**src/rtl/ps2_key_events_pkg.sv**
```systemverilog
// Shared game constants: PS/2 prefix bytes, default key codes and the
// scan-code decoder state encoding.
package ps2_key_events_pkg;

  localparam logic [7:0] PS2_BREAK = 8'hF0;
  localparam logic [7:0] PS2_EXT   = 8'hE0;

  localparam logic [7:0] KEY_P1_CODE    = 8'h1C;
  localparam logic [7:0] KEY_P2_CODE    = 8'h4B;
  localparam logic [7:0] KEY_START_CODE = 8'h5A;

  localparam int unsigned TIMEOUT_CNT_W = 21;

  typedef enum logic [1:0] {
    ST_IDLE    = 2'd0,
    ST_BRK     = 2'd1,
    ST_EXT     = 2'd2,
    ST_EXT_BRK = 2'd3
  } ps2_state_t;

endpackage

```
**src/rtl/ps2_key_events_key_tracker.sv**
```systemverilog
// Per-key held/press tracker: one press pulse per physical press,
// typematic repeats and presses made while disabled never pulse.
module key_tracker (
  input  logic clk,
  input  logic rst,
  input  logic make,
  input  logic brk,
  input  logic en,
  output logic held,
  output logic press
);

  // NOTE: sequential state uses non-blocking assignments so every register
  // samples the pre-edge values, independent of statement order.
  always_ff @(posedge clk) begin
    if (!rst) begin
      held  <= 1'b0;
      press <= 1'b0;
    end else begin
      press <= 1'b0;
      if (make && !held) begin
        held  <= 1'b1;
        press <= en;
      end else if (brk) begin
        held  <= 1'b0;
      end
    end
  end

endmodule

```
**src/rtl/ps2_key_events.sv**
```systemverilog
// PS/2 scan-code decoder for the three game keys: make/break/extended
// prefix FSM, prefix timeout and per-key press/held tracking.
module ps2_key_events
  import ps2_key_events_pkg::*;
#(
  parameter logic [7:0]  P1_CODE     = KEY_P1_CODE,
  parameter logic [7:0]  P2_CODE     = KEY_P2_CODE,
  parameter logic [7:0]  START_CODE  = KEY_START_CODE,
  parameter int unsigned TIMEOUT_CYC = 2_000_000
) (
  input  logic       clk,
  input  logic       rst,
  input  logic [7:0] byte_in,
  input  logic       byte_valid,
  input  logic       en,
  output logic       p1_press,
  output logic       p2_press,
  output logic       start_press,
  output logic       p1_held,
  output logic       p2_held,
  output logic       start_held,
  output logic       seq_err
);

  localparam logic [TIMEOUT_CNT_W-1:0] CNT_LAST = TIMEOUT_CNT_W'(TIMEOUT_CYC - 1);

  ps2_state_t state_q, state_d;
  logic [TIMEOUT_CNT_W-1:0] cnt_q;
  logic timeout;
  logic is_make, is_brk;
  logic p1_make, p2_make, start_make;
  logic p1_brk, p2_brk, start_brk;

  // A byte arriving in the expiry cycle takes precedence over the timeout.
  assign timeout = (state_q != ST_IDLE) && !byte_valid && (cnt_q == CNT_LAST);

  // State register
  always_ff @(posedge clk) begin
    if (!rst) state_q <= ST_IDLE;
    else      state_q <= state_d;
  end

  // Next-state logic
  always_comb begin
    // NOTE: every combinational output gets a default first so no path
    // leaves it unassigned and infers a latch.
    state_d = state_q;
    if (byte_valid) begin
      unique case (state_q)
        ST_IDLE: begin
          if (byte_in == PS2_BREAK)    state_d = ST_BRK;
          else if (byte_in == PS2_EXT) state_d = ST_EXT;
        end
        ST_BRK:     state_d = ST_IDLE;
        ST_EXT:     state_d = (byte_in == PS2_BREAK) ? ST_EXT_BRK : ST_IDLE;
        ST_EXT_BRK: state_d = ST_IDLE;
        default:    state_d = ST_IDLE;
      endcase
    end else if (timeout) begin
      state_d = ST_IDLE;
    end
  end

  // Output logic: make/break strobes for non-extended codes only
  always_comb begin
    is_make = 1'b0;
    is_brk  = 1'b0;
    if (byte_valid) begin
      unique case (state_q)
        ST_IDLE: is_make = (byte_in != PS2_BREAK) && (byte_in != PS2_EXT);
        ST_BRK:  is_brk  = 1'b1;
        default: ;
      endcase
    end
  end

  assign p1_make    = is_make && (byte_in == P1_CODE);
  assign p2_make    = is_make && (byte_in == P2_CODE);
  assign start_make = is_make && (byte_in == START_CODE);
  assign p1_brk     = is_brk  && (byte_in == P1_CODE);
  assign p2_brk     = is_brk  && (byte_in == P2_CODE);
  assign start_brk  = is_brk  && (byte_in == START_CODE);

  always_ff @(posedge clk) begin
    if (!rst) begin
      cnt_q   <= '0;
      seq_err <= 1'b0;
    end else begin
      seq_err <= timeout;
      if (byte_valid || timeout || state_q == ST_IDLE) cnt_q <= '0;
      else                                             cnt_q <= cnt_q + 1'b1;
    end
  end

  key_tracker u_p1 (
    .clk   (clk),
    .rst   (rst),
    .make  (p1_make),
    .brk   (p1_brk),
    .en    (en),
    .held  (p1_held),
    .press (p1_press)
  );

  key_tracker u_p2 (
    .clk   (clk),
    .rst   (rst),
    .make  (p2_make),
    .brk   (p2_brk),
    .en    (en),
    .held  (p2_held),
    .press (p2_press)
  );

  key_tracker u_start (
    .clk   (clk),
    .rst   (rst),
    .make  (start_make),
    .brk   (start_brk),
    .en    (en),
    .held  (start_held),
    .press (start_press)
  );

endmodule

```
**config.mk**
```make
export PLATFORM = sky130hd
export DESIGN_NAME = ps2_key_events
export DESIGN_NICKNAME = d
export VERILOG_FILES = /design/src/rtl/ps2_key_events_pkg.sv /design/src/rtl/ps2_key_events_key_tracker.sv /design/src/rtl/ps2_key_events.sv
export SDC_FILE = /design/constraint.sdc
export NUM_CORES = 1
export LEC_CHECK = 0
export CAP_MARGIN = 20
export CORE_MARGIN = 2
export CORE_UTILIZATION = 57
export DETAILED_ROUTE_END_ITERATION = 8
export GPL_ROUTABILITY_DRIVEN = 0
export PLACE_DENSITY = 0.91
export REMOVE_ABC_BUFFERS = 1
export SETUP_SLACK_MARGIN = 0.2
export SLEW_MARGIN = 0
export SYNTH_ARGS = -nofsm -noshare
export SYNTH_HDL_FRONTEND = slang
export SYNTH_SLANG_ARGS = --single-unit
export TNS_END_PERCENT = 10
```
**constraint.sdc**
```tcl
create_clock -name clk -period 5 [get_ports clk]
set_clock_uncertainty 0.1 [all_clocks]
set_input_delay 1 -clock clk [delete_from_list [all_inputs] [get_ports clk]]
set_output_delay 1 -clock clk [all_outputs]
set_load 0.02 [all_outputs]
```
==> results.ini <==
[finish]
antennaDiodeCount = 0
fin_nets = 198
drive_gt1_frac = 0.0914
area_growth_pct = 18.3
design_area_um2 = 1700
fin_cells = 216

[setup_path]
cp-startpoint = u_start.held$_SDFFE_PN0P_
r2r-start = cnt_q[0]$_SDFF_PP0_
slowest_stage = clkdlybuf4s50_1
max_stage_delay_ns = 0.63
critical_path_buf_inv_count = 1
critPathKind = register to primary output
r2r_slack_ns = 2.88
crit_required_ns = 3.90
end_kind = primary output
crit_fanout = 4
crit_chain = clkdlybuf4s50_1
cp.arrival_ns = 1.35
crit_path_start_kind = register
path_delay_family = buffers and inverters

[timing]
whs_ns = 0.391
setup_tns_ns = 0
slew_headroom = 0.654
period_minus_slack_ns = 2.45
final_hold_viol_count = 0
max_freq_mhz = 409
rsz0062_at_grt = no
setup_viol = 0
drv_slew = 0
worst_slew_pin_slew_ns = 0.511
finalCritPeriodShare = 0.490

[power_and_ir_drop]
ir_drop_mv = 0.198
finalPower_uw = 445
powerDensity_nw_per_um2 = 261
p_leak_nw = 0.525

[synthesis]
synth.distinct_cells = 41
synth_edf_count = 0
postSynth.asyncResetShare = 0
avgSynthCellArea_um2 = 8.83
ys_warn_count = 0
ys_seq_area_frac = 0.417
synthFlopType = dfxtp_1
ys_ff_latch = 30
netlist_instances = 163
netlist_area_um2 = 1440

[die]
ios = 19
rows = 18
die_w_um = 54.2
die_area_um2 = 2940
initial_core_util = 0.592
core-area_um2 = 2430
die_h_um = 54.2

[global_route]
grt_pass1_vias = 1167
antenna_found_initial = 0
grt_max_degree = 22
track_usage = 0.245
grt_overflow = 0
grt_pass1_wl_mm = 5.07

[drt]
drt-vias-per-instance = 5.92
drc_errors = 0
drt_iter0_markers = 34
wl_per_cell_um = 14.7
routed_wl_mm = 3.18
vias = 1279
drt_pass1_iterations = 4
ant_nets = 0

[clock_network]
cts_buffers = 5
cts_setup_buffers = 0
cts_max_level = 2
clk_latency_ns = 0.33
cts.reportedPaths.clkPinSlew_ns = 0.10
cts.repair.resized = 0
cts_max_path_buffers = 2
tritoncts = built
hold_buffers = 0
cts_sinks = 30
root_buffer = clkbuf_4

[status]
status = completed

[run]
maxCapViolCount = 0

[min_path]
hp-class = register to register
worstHoldStart = u_start.held$_SDFFE_PN0P_

[placed_design]
dp_hpwl_mm = 2.31
dp.cells = 208
portBuffers = 18
placed_area_um2 = 1630

==> cell families after synthesis <==
family,share of synthesized area
xor gates and xnor gates,0.0730
buffers and inverters,0.0374
DFF,0.417
AOI/OAI and AO/OA,0.119
adders and majority gates,0.00869
and+or+nand+nor,0.344
==> routing by layer <==
| layer | share of wire | vias up | GRT usage |
|---|---|---|---|
| met5 | 0 | - | 0 |
| met4 | 0.0063 | 0 | 0.0833 |
| met3 | 0.040 | 3 | 0.0765 |
| met2 | 0.54 | 30 | 0.438 |
| met1 | 0.41 | 608 | 0.273 |
| li1 | - | 638 | - |
==> state kept, by name, indices dropped and copies added (netlist names) <==
register and count:
u_p2.held 1, seq_err 1, u_p2.press 1, u_p1.held 1
cnt_q 21, state_q 2, u_start.press 1, u_start.held 1
u_p1.press 1
==> area by class of cell <==
type | count | area, um2
clock buffers | 5 | 37.5
clock inverters | 3 | 40.0
fillers | 186 | 729
inverters | 4 | 15.0
repair buffers | 19 | 188
multi-input cells | 125 | 785
well taps | 30 | 37.5
flip-flops and latches | 30 | 601
==> per-stage QoR <==
stage	utilization	setup slack [ns]
global placement	0.668	2.39
CTS	0.700	2.53
finish	0.700	2.55
detailed placement	0.668	2.35
global route	0.700	2.49
floorplan	-	2.58
==> path summary, 6_finish.rpt <==
path                                            endpoint  depth (start not counted)
worst max-delay path                          start_held                          1
worst min-delay path            u_start.press$_SDFF_PN0_                          1
worst min register to register  u_start.press$_SDFF_PN0_                          1
worst max register to register       cnt_q[7]$_SDFF_PP0_                          6
==> synth_stat cells (all sizes together) (5+ instances only) <==
cell	instances	area (um2)
or3	8	50.1
nor2	18	67.6
xnor2	5	43.8
a21oi	7	38.8
dfxtp	30	601
nand2	7	28.8
nand4	9	62.6
nand3	11	55.1
o21ai	9	45.0
nor2b	5	31.3
xor2	7	61.3
==> layout by cell type, fill, tap and decap left out, types with 2 or more instances in the layout <==
master            n
dfxtp_1          30
nor2_1           18
clkdlybuf4s50_1  18
nand3_1          11
nand4_1           8
o21ai_0           8
or3_1             8
xor2_1            7
nand2_1           6
a21oi_1           6
nor2b_1           5
xnor2_1           5
clkbuf_4          5
nor4_1            4
inv_1             4
nor3_1            4
a21boi_1          4
and2_1            3
and3_1            2
nor3b_1           2
nand3b_1          2
or4_4             2
o31ai_1           2
clkinv_2          2
==> power breakdown <==
| group | switching, mW | internal, mW | total (mW) |
|---|---|---|---|
| Clock | 0.0845 | 0.104 | 0.188 |
| Combinational | 0.00744 | 0.0108 | 0.0182 |
| Sequential | 0.0000928 | 0.239 | 0.239 |
| Total | 0.0920 | 0.353 | 0.445 |
(Power assumes the default switching activity.)
